==> src/rtl/draw_pkg.sv <==
// draw_pkg: shared state encoding, datapath defaults and one-hot helper for the sprite draw scheduler
package draw_pkg;
  localparam int X_W_DEF = 9;
  localparam int Y_W_DEF = 8;
  localparam int C_W_DEF = 3;
  localparam int TRANSP_DEF = 0;
  typedef enum logic [2:0] {IDLE, CLEAR, DRAW, FLUSH, RELEASE} state_t;
  function automatic logic [2:0] oh_idx(input logic [7:0] oh);
    logic [2:0] r;
    r = '0;
    for (int i = 0; i < 8; i++) if (oh[i]) r = 3'(i);
    return r;
  endfunction
endpackage

==> src/rtl/sprite_draw_scheduler_rr_arbiter.sv <==
// rr_arbiter: one-hot grant to the first request at or after the rotating pointer
module rr_arbiter #(
  parameter int N = 4,
  parameter int PW = $clog2(N)
) (
  input  logic [N-1:0]  req,
  input  logic [PW-1:0] ptr,
  output logic [N-1:0]  gnt
);
  // walk from farthest to nearest so the closest request overwrites
  always_comb begin
    gnt = '0;
    for (int i = N - 1; i >= 0; i--)
      if (req[(int'(ptr) + i) % N]) gnt = N'(1) << ((int'(ptr) + i) % N);
  end
endmodule

==> src/rtl/sprite_draw_scheduler.sv <==
// sprite_draw_scheduler: round-robin owner of the single plot port, sequencing drawers and aligning x/y to ROM colour
module sprite_draw_scheduler #(
  parameter int NUM_REQ = 4,
  parameter int X_W = draw_pkg::X_W_DEF,
  parameter int Y_W = draw_pkg::Y_W_DEF,
  parameter int C_W = draw_pkg::C_W_DEF,
  parameter int ROM_LAT = 1,
  parameter int MAX_CYC = 16384,
  parameter int TRANSP = draw_pkg::TRANSP_DEF
) (
  input  logic                   clock_all,
  input  logic                   reset_all,
  input  logic [NUM_REQ-1:0]     req,
  input  logic [NUM_REQ-1:0]     drw_done,
  input  logic [NUM_REQ*X_W-1:0] drw_x,
  input  logic [NUM_REQ*Y_W-1:0] drw_y,
  input  logic [NUM_REQ*C_W-1:0] drw_colour,
  output logic [NUM_REQ-1:0]     drw_enable,
  output logic [NUM_REQ-1:0]     drw_reset_n,
  output logic [NUM_REQ-1:0]     grant,
  output logic [X_W-1:0]         vga_x,
  output logic [Y_W-1:0]         vga_y,
  output logic [C_W-1:0]         vga_colour,
  output logic                   vga_plot,
  output logic                   busy,
  output logic                   served,
  output logic                   aborted
);
  import draw_pkg::*;
  localparam int PW = $clog2(NUM_REQ);
  localparam int WW = $clog2(MAX_CYC);
  state_t state;
  logic [NUM_REQ-1:0] gnt_c;
  logic [PW-1:0] ptr, idx;
  logic [WW-1:0] wd;
  logic ok;
  logic [X_W-1:0] px [ROM_LAT];
  logic [Y_W-1:0] py [ROM_LAT];
  logic [ROM_LAT-1:0] pv;
  logic [X_W-1:0] x_sel;
  logic [Y_W-1:0] y_sel;
  logic [C_W-1:0] c_sel;
  rr_arbiter #(.N(NUM_REQ), .PW(PW)) u_arb (.req(req), .ptr(ptr), .gnt(gnt_c));
  assign idx = PW'(oh_idx(8'(grant)));
  assign x_sel = drw_x[int'(idx)*X_W +: X_W];
  assign y_sel = drw_y[int'(idx)*Y_W +: Y_W];
  assign c_sel = drw_colour[int'(idx)*C_W +: C_W];
  // the drawer's counter clear is released exactly while it is enabled
  assign drw_reset_n = drw_enable;
  assign busy = state != IDLE;
  always_ff @(posedge clock_all) begin
    if (reset_all) begin
      state <= IDLE;
      grant <= '0;
      drw_enable <= '0;
      ptr <= '0;
      wd <= '0;
      ok <= 1'b0;
      served <= 1'b0;
      aborted <= 1'b0;
    end else begin
      served <= 1'b0;
      aborted <= 1'b0;
      case (state)
        IDLE: if (|req) begin
          grant <= gnt_c;
          state <= CLEAR;
        end
        CLEAR: begin
          wd <= '0;
          drw_enable <= grant;
          state <= DRAW;
        end
        DRAW: begin
          wd <= wd + 1'b1;
          if (drw_done[idx] || wd == WW'(MAX_CYC - 1)) begin
            ok <= drw_done[idx];
            wd <= '0;
            drw_enable <= '0;
            state <= FLUSH;
          end
        end
        // watchdog counter doubles as the flush timer
        FLUSH: begin
          wd <= wd + 1'b1;
          if (wd == WW'(ROM_LAT - 1)) begin
            served <= ok;
            aborted <= !ok;
            state <= RELEASE;
          end
        end
        default: begin
          grant <= '0;
          ptr <= idx == PW'(NUM_REQ - 1) ? '0 : idx + 1'b1;
          state <= IDLE;
        end
      endcase
    end
  end
  always_ff @(posedge clock_all) begin
    if (reset_all) begin
      px <= '{default: '0};
      py <= '{default: '0};
      pv <= '0;
      vga_x <= '0;
      vga_y <= '0;
      vga_colour <= '0;
      vga_plot <= 1'b0;
    end else begin
      px[0] <= x_sel;
      py[0] <= y_sel;
      pv[0] <= state == DRAW;
      for (int i = 1; i < ROM_LAT; i++) begin
        px[i] <= px[i-1];
        py[i] <= py[i-1];
        pv[i] <= pv[i-1];
      end
      vga_plot <= pv[ROM_LAT-1] && c_sel != C_W'(TRANSP);
      if (pv[ROM_LAT-1]) begin
        vga_x <= px[ROM_LAT-1];
        vga_y <= py[ROM_LAT-1];
        vga_colour <= c_sel;
      end
    end
  end
endmodule

==> config.mk <==
export PLATFORM = sky130hd
export DESIGN_NAME = sprite_draw_scheduler
export DESIGN_NICKNAME = d
export VERILOG_FILES = /design/src/rtl/draw_pkg.sv /design/src/rtl/sprite_draw_scheduler_rr_arbiter.sv /design/src/rtl/sprite_draw_scheduler.sv
export SDC_FILE = /design/constraint.sdc
export NUM_CORES = 1
export LEC_CHECK = 0
export BUFFER_PORTS_ARGS = -buffer_cell sky130_fd_sc_hd__buf_4
export CAP_MARGIN = 0
export CORE_MARGIN = 2
export CORE_UTILIZATION = 55
export DETAILED_ROUTE_END_ITERATION = 10
export PLACE_DENSITY = 0.83
export SLEW_MARGIN = 25
export SYNTH_ARGS = -nofsm -noshare
export SYNTH_HDL_FRONTEND = slang
export SYNTH_SLANG_ARGS = --single-unit
==> constraint.sdc <==
create_clock -name clock_all -period 6 [get_ports clock_all]
set_clock_uncertainty 0.05 [all_clocks]
set_input_delay 0.6 -clock clock_all [delete_from_list [all_inputs] [get_ports clock_all]]
set_output_delay 0.6 -clock clock_all [all_outputs]
set_load 0.02 [all_outputs]
After elaboration in Yosys (flattened, before gate mapping)
Index checks and enable logic that the tools add are counted.
Storage, ports and cells
  flip-flop bits (word level): 69
  word-level logic and storage cells: 99
  input port bits: 90
Operators by class
  reduce and logical (&&, ||, !) cells: 20
  order comparisons: 5
  $mul: 2
  equality and inequality tests: 8
  muxes and demuxes: 31
  shift-type cells: 7
  bitwise gates (word level): 6
  add/sub/neg operators: 5
Operator list (number)
  << shifter 1 x 32 -> 4 bit, first input constant: 3
  case mux 14 bit (3 select lines): 1
  variable part select 36 x 7 -> 9 bit: 1
  variable part select 32 x 6 -> 8 bit: 1
  2-to-1 mux 4 bit: 6
  case mux 4 bit (2 select lines): 2
  adder 14 x 1 -> 14 bit, second input constant: 1
  == test 14 bit, second input constant: 1
  zero test 14 bit: 1
  2-to-1 mux 14 bit: 1
  less-than comparator 3 x 4 -> 1 bit, second input constant: 3
  case mux 3 bit (4 select lines): 1
  variable part select 12 x 5 -> 3 bit: 1
  binary-select mux 1 bit (select 2 bit): 5
  2-to-1 mux 1 bit: 9
  2-to-1 mux 3 bit: 3
  nonzero test 3 bit: 3
  OR reduction 4 bit: 2
  == test 3 x 2 -> 1 bit, second input constant: 2
  less-than comparator 2 x 3 -> 1 bit, second input constant: 2
  multiplier 2 x 4 -> 6 bit, second input constant: 1
  2-to-1 mux 2 bit: 3
  inequality test 2 bit, second input constant: 3
  AND reduction 2 bit: 3
  16 further kinds: 25

Logic depth before layout (Yosys ltp)
Gate-level depths: netlist (run 1).
  depth after elaboration: 12
  depth in mapped cells: 9
  gate-level depth less buffers: 7

Modules after synthesis
A second synthesis (run 1) with hierarchy kept.
Second synthesis, totals
  cells, all modules: 432
  area, all modules: 3737.3 um^2
By module, submodules not included
  sprite_draw_scheduler: cells an instance 385, times used 1, area each 3324.4 um^2
  rr_arbiter: cells an instance 47, times used 1, area each 412.9 um^2

Worst setup path before layout (run 1)
Ideal clock, no wire load.
  path kind: register to register
  from: register ptr[0]
  to: register grant[0]
  setup slack: 3.982 ns
  path buffers: 2
  cell stages (with the launch flop): 10
  data required time: 5.827 ns
  arrival time: 1.845 ns
  cells stage by stage: dfxtp_1 -> buf_2 -> inv_2 -> ha_1 -> clkbuf_2 -> mux2i_1 -> mux2_2 -> o21ai_0 -> a41o_1 -> a21oi_1
On the way
  cells in the longest elaborated chain, start to end: 10
Ends and longest elaborated chain
  from (decl): line sprite_draw_scheduler.sv:34  | logic [PW-1:0] ptr, idx;
  from (signal assigned): line sprite_draw_scheduler.sv:94  | ptr <= idx == PW'(NUM_REQ - 1) ? '0 : idx + 1'b1;
  adder 2 bit: line sprite_draw_scheduler_rr_arbiter.sv:14  | if (req[(int'(ptr) + i) % N]) gnt = N'(1) << ((int'(ptr) + i) % N);
  binary-select mux 1 bit (select 2 bit) or OR reduction 2 bit (tied branches)
  2-to-1 mux 1 bit (not written as such) or AND 1 bit (tied branches)
  2-to-1 mux 1 bit (not written as such) or << shifter 1 x 32 -> 4 bit (tied branches): line sprite_draw_scheduler_rr_arbiter.sv:14
  2-to-1 mux 4 bit (3 in series): line sprite_draw_scheduler_rr_arbiter.sv:14
  2-to-1 mux 4 bit *: line sprite_draw_scheduler_rr_arbiter.sv:14
  2-to-1 mux 4 bit *: line sprite_draw_scheduler.sv:65  | IDLE: if (|req) begin
  case mux 4 bit (2 select lines) *: line sprite_draw_scheduler.sv:64  | case (state)
  to (signal assigned): line sprite_draw_scheduler.sv:66  | grant <= gnt_c;
  to (decl): line sprite_draw_scheduler.sv:20  | output logic [NUM_REQ-1:0] grant,
Every way passes the cells marked *; elsewhere a longest branch is shown, timed or not. The select of a mux whose other input is x is not followed.
A chain may end at the register's enable or synchronous reset.

Worst setup path in the final report (run 1)
Same ends and word-level chain as after synthesis.

==> summary.md, run 1 <==
| Metric | Value |
|---|---|
| Top cells by area, synth | `dfxtp_1 36%, mux2i_1 18%, nor2_1 5.3%` |
| # port buffers | `125` |
| VDD IR max | `0.1600 mV` |
| Inserted Clock Buffers | `9` |
| Maximum Capacitance Violations | `0` |
| Seq/Total Area, Yosys | `0.3613` |
| Post-Synthesis Cell Area | `3824 um^2` |
| Placer Congestion | `0.9767` |
| Slew Limit Fails | `0` |
| # DRC | `0` |
| CTS Hold Buffers Added | `0` |
| Syn Inst Count | `430` |
| Crit path kind | `flop to flop` |
| CP max-delay cell | `dfxtp_1` |
| Dpl hpwl | `7080 um` |
| WL final | `9708 um` |
| First-pass GRT wire length | `14720 um` |
| Syn Nets | `530` |
| Post-route clock period utilization | `0.3952` |
| Clock-pin transition on the worst setup and hold timing paths | `0.07 ns` |
| Die area | `7635 um^2` |
| Starting Density | `0.5659` |
| Placement-stage cell area | `4690 um^2` |
| Vias in the first global route | `3051` |
| Status | `finished, final reports clean` |
| Setup violations, final | `0` |
| Share of layout cells above drive strength 1 | `0.2981` |
| Length of the first detailed-routing pass in iterations | `4` |
| Synth cell types | `56` |
| Final setup TNS | `0 ns` |
| Post-CTS resize count | `0` |
| Worst setup EP type | `flop` |
| Leading area contributor after synthesis | `dfxtp_1` |
| Ports | `126` |
| FF-to-FF path depth | `7` |
| Highest clock rate | `421.7 MHz` |
| Post-Syn Area per Cell | `8.892 um^2` |
| Max Fanout on Critical Path | `14` |
| Core ar. | `6756 um^2` |
| Maximum clock insertion buffer count | `2` |
| Hold WC Path Type | `flop to flop` |
| Vias per cell | `5.602` |
| # diodes | `0` |
| Root buf cell | `clkbuf_8` |
| CTS tree | `yes` |
| Antenna violations before repair | `0` |
| Minimum clock period | `2.371 ns` |
| Number of flops mapped to enable cells by yosys | `0` |
| Layout area overhead | `28.17%` |
| R2R setup slack | `3.63 ns` |
| Largest net degree at the start of global routing | `54` |
| Worst-margin pin slew | `0.8886 ns` |
| Leak | `1.959 nW` |
| DRT iter0 DRCs | `188` |
| # clock sinks | `69` |
| Cells along the critical path | `inv_2, ha_1, mux2i_1, mux2_2, o21ai_0, a41o_1, a21oi_1` |
| Setup crit start kind | `flop` |
| Rows | `30` |
| Die Width | `87.38 um` |
| Critical path data required time | `6.21 ns` |
| Nets@finish | `635` |
| Remaining antenna violation count | `0` |
| Number of H-tree levels | `3` |
| Overall Power | `1.189 mW` |
| Worst path max stage delay | `0.68 ns` |
| Clk_lat worst skew | `0.33 ns` |
| Crit path arrival time | `2.58 ns` |
| Remaining Overflow, GRT | `0` |
| Design area | `4901 um^2` |
| Via Count | `3473` |
| Hold Path Stages | `2` |
| RSZ-0062 raised after global routing | `no` |
| Worst relative slew slack | `0.4076` |
| Post-CTS Setup Inserts | `0` |
| Total GRT Usage | `0.2446` |
| Yosys top cell area share | `0.3613` |
| WL/cell | `15.66 um` |
| #FFs+latches synth | `69` |
| Synth warn | `0` |
| Asr flop ratio synth | `0` |
| Ys flop type | `dfxtp_1` |
| P per Cell Area | `242.6 nW/um^2` |
| Final Hold Vio Count | `0` |
| Die height | `87.38 um` |
[layer usage]
metal  vias to the layer above  part of all wire  GRT usage
met4                         0             0.015    0.06573
met2                       125              0.50     0.4132
met5                         -                 0          0
met3                        18             0.059    0.06161
li1                       1738                 -          -
met1                      1592              0.43     0.3099
[final timing paths]
path,startpoint,end
worst max-delay path,ptr[0],grant[0]
worst min-delay path,px[1],vga_x[1]
worst max register to register,ptr[0],grant[0]
worst min register to register,px[1],vga_x[1]
[cells in the final DEF (no fill, tap or decap), types with 4 or more instances in the layout]
cell      Yosys  final
o21ai_1       4      4
nor2_1       54     54
a41o_1        4      4
a21oi_1      11     11
ha_1         10     10
a22o_1        4      4
o41ai_1       4      4
nor3_1        4      4
nand2_1      39     39
and2_1        4      4
mux2i_1      67     67
a22oi_1       6      6
nand3b_1      5      5
buf_4         6    127
inv_1        15     15
o21ai_0      28     28
clkbuf_8      0     12
o211ai_1      5      5
nand3_1      14     14
nand4_1       4      4
dfxtp_1      69     67
[worst max-delay path: cells and delay by family (launching register included)]
family | cells | cell delay (ns)
flip-flops | 1 | 0.68
AO/OA/AOI/OAI | 3 | 0.46
adder cells (fa/ha/maj) | 1 | 0.45
multiplexers | 2 | 0.46
buffers and inverters | 1 | 0.19
[state kept, by name, summed over array words and instances (netlist names)]
name,flops
vga_x,9
grant,4
py,8
served,1
ptr,2
wd,14
aborted,1
vga_colour,3
px,9
ok,1
vga_plot,1
vga_y,8
pv,1
drw_enable,4
state,3
[cells in the mapped netlist (3+ instances only)]
cell / instances
o211ai_1: 5
buf_2: 10
a22o_1: 4
nor3_1: 4
nor2_1: 54
and3_1: 3
o21ai_1: 4
mux2_2: 3
a22oi_1: 6
a211oi_1: 3
a21oi_1: 11
o41ai_1: 4
a41o_1: 4
mux2i_1: 67
clkbuf_1: 9
o21ai_0: 28
buf_1: 3
buf_4: 6
nand3b_1: 5
ha_1: 10
buf_6: 4
inv_1: 15
dfxtp_1: 69
nand3_1: 14
nand4_1: 4
nand2_1: 39
and2_1: 4
a21o_1: 3
[stage by stage]
step / hold slack, ns / utilization / setup slack (ns) / cells
floorplan: 0.3674 / - / 3.982 / 430
global placement: 0.3972 / 0.6939 / 3.726 / 604
detailed placement: 0.4063 / 0.6941 / 3.658 / 604
CTS: 0.4238 / 0.7254 / 3.641 / 620
global route: 0.4365 / 0.7254 / 3.474 / 620
finish: 0.4202 / 0.7254 / 3.629 / 620
[power by group]
group / switching (mW) / leakage [nW] / internal, mW
clock network: 0.169 / 0.106 / 0.226
logic: 0.137 / 1.29 / 0.131
registers: 0.0376 / 0.563 / 0.488
[cell families after synthesis]
| logic type | after synthesis | share of synthesized area |
|---|---|---|
| buffers and inverters | 49 | 0.06544 |
| AOI/OAI and AO/OA | 83 | 0.1479 |
| and+or+nand+nor | 145 | 0.1904 |
| DFF | 69 | 0.3613 |
| adders and majority gates | 10 | 0.03272 |
| xor gates and xnor gates | 1 | 0.002291 |
| muxes | 73 | 0.1999 |
[area by class of cell]
class	instances	area, um^2
well taps	80	100.1
fillers	533	1856
clock buffers	13	168.9
inverters	16	60.06
repair buffers	127	953.4
clock inverters	3	42.54
multi-input cells	312	2192
flip-flops and latches	69	1384
(Power assumes the default switching activity.)
==> inputs of run 2 (changes only) <==
Settings changed: CORE_UTILIZATION 55 to 46, PLACE_DENSITY 0.83 to 0.74.
Clock period 6 ns to 2 ns, I/O delays scaled along.
==> summary.md, run 2 (synthesized netlist as in run 1, its figures left out) <==
| Metric | Value |
|---|---|
| Nets@finish | `648` |
| Highest clock rate | `508.2 MHz` |
| Status | `finished, final reports clean` |
| Die height | `95.17 um` |
| CP bufs+invs | `1` |
| Worst path max stage delay | `0.40 ns` |
| P per Cell Area | `729.1 nW/um^2` |
| Hold WC Path Type | `primary input to flop` |
| DRT iter0 DRCs | `152` |
| Clock-pin transition on the worst setup and hold timing paths | `0.08 ns` |
| Clk_lat worst skew | `0.34 ns` |
| WHS | `0.04009 ns` |
| Die Width | `95.17 um` |
| Antenna violations before repair | `0` |
| Setup violations, final | `0` |
| # port buffers | `125` |
| Commonest non-fill, non-tap cell in the layout | `buf_4` |
| Overall Power | `3.675 mW` |
| Largest net degree at the start of global routing | `53` |
| Ports | `126` |
| Rows | `33` |
| Setup Slack @ Placement | `0.1230 ns` |
| Remaining Overflow, GRT | `0` |
| Setup crit start kind | `flop` |
| Root buf cell | `clkbuf_8` |
| Worst-margin pin slew | `0.4956 ns` |
| Layout area overhead | `31.84%` |
| Most frequent cells in the layout | `140 x buf_4, 68 x dfxtp_1, 67 x mux2i_1` |
| First-pass GRT wire length | `14430 um` |
| Design area | `5041 um^2` |
| Worst setup EP type | `flop` |
| Critical path data required time | `2.20 ns` |
| Top Registers | `wd: 14 flops, px: 9 flops, vga_x: 9 flops` |
| Final worst setup slack | `0.03220 ns` |
| Dpl hpwl | `7180 um` |
| Crit path arrival time | `2.17 ns` |
| Number of H-tree levels | `3` |
| WL final | `9621 um` |
| Placement-stage cell area | `4817 um^2` |
| Layout Cells excl Fill | `658` |
| CP max-delay cell | `ha_2` |
| Reg with most FFs | `wd` |
| VDD IR max | `0.3637 mV` |
| Via Count | `3464` |
| Share of layout cells above drive strength 1 | `0.3165` |
| Vias in the first global route | `3118` |
| Minimum clock period | `1.968 ns` |
| CTS tree | `yes` |
| Post-route clock period utilization | `0.9839` |
| Length of the first detailed-routing pass in iterations | `4` |
| Inserted Clock Buffers | `9` |
| Cells along the critical path | `inv_1, ha_2, mux2i_1, mux2_2, o21ai_0, a41o_1, a21oi_1` |
| Maximum clock insertion buffer count | `2` |
| Inst Count DP | `642` |
| Post-CTS Setup Inserts | `0` |
| Maximum Capacitance Violations | `0` |
| Placer Congestion | `0.8882` |
| Leak | `2.026 nW` |
| Starting Density | `0.4701` |
| Max FFs per register | `14` |
| Max Fanout on Critical Path | `8` |
| # diodes | `0` |
| Die area | `9057 um^2` |
| CP delay by family, top | `compound AO/OA/AOI/OAI gates` |
| Core ar. | `8134 um^2` |
| Crit path kind | `flop to flop` |
| # clock sinks | `69` |
| Slew Limit Fails | `0` |
| # DRC | `0` |
| Final Hold Vio Count | `0` |
| Total GRT Usage | `0.2012` |
| Remaining antenna violation count | `0` |
| Worst relative slew slack | `0.6671` |
| Vias per cell | `5.264` |
| WL/cell | `14.62 um` |
-- run 2: changes by cell type in the layout (fill, tap and decap cells not counted), sizes merged --
cell	change
buf	+13
clkbuf	-4
inv	+2
bufinv	+1
clkinvlp	+1
-- run 2: power breakdown --
group / switching, mW / internal, mW / leakage (nW)
sequential: 0.0666 / 1.46 / 0.563
clock: 0.556 / 0.708 / 0.106
combinational: 0.461 / 0.419 / 1.36
total: 1.08 / 2.59 / 2.03
-- run 2: tightest hold or removal path: stages --
cell and delay (ns):
buf_4 0.08, mux2i_1 0.05, nor2_1 0.07
-- run 2: final cells by class --
| cell class | count | area (um^2) |
|---|---|---|
| Clock buffer | 9 | 123.9 |
| Clock inverter | 7 | 97.59 |
| Fill cell | 728 | 3093 |
| Inverter | 16 | 60.06 |
| Multi-Input combinational cell | 312 | 2195 |
| Sequential cell | 69 | 1383 |
| Tap cell | 105 | 131.4 |
| Timing Repair Buffer | 140 | 1051 |
-- run 2: worst paths after layout --
path | startpoint | depth (start not counted) | end | slack [ns]
min reg2reg | py[5] | 2 | vga_y[5] | 0.42
max | ptr[1] | 7 | grant[1] | 0.03
max reg2reg | ptr[1] | 7 | grant[1] | 0.03
min | drw_x[29] | 3 | px[2] | 0.04
-- run 2: repair_timing --
action | 4_1_cts | 5_1_grt
endpoints found under the setup margin | 0 | 1
gates resized for setup | 0 | 1
hold buffers | 0 | 0
-- run 2: stage by stage --
stage / setup TNS [ns] / utilization
6_report: 0 / 0.6198
3_3_place_gp: 0 / 0.5922
5_1_grt: -0.02049 / 0.6198
2_1_floorplan: 0 / -
4_1_cts: 0 / 0.6194
3_5_place_dp: 0 / 0.5922
-- run 2: per-layer routing --
layer	share of wire	wire, um	track usage	vias up
li1	-	-	-	1754
met1	0.44	4200	0.2580	1603
met2	0.48	4659	0.3404	99
met3	0.068	650	0.03478	8
met4	0.011	110	0.07005	0
met5	0	0	0	-
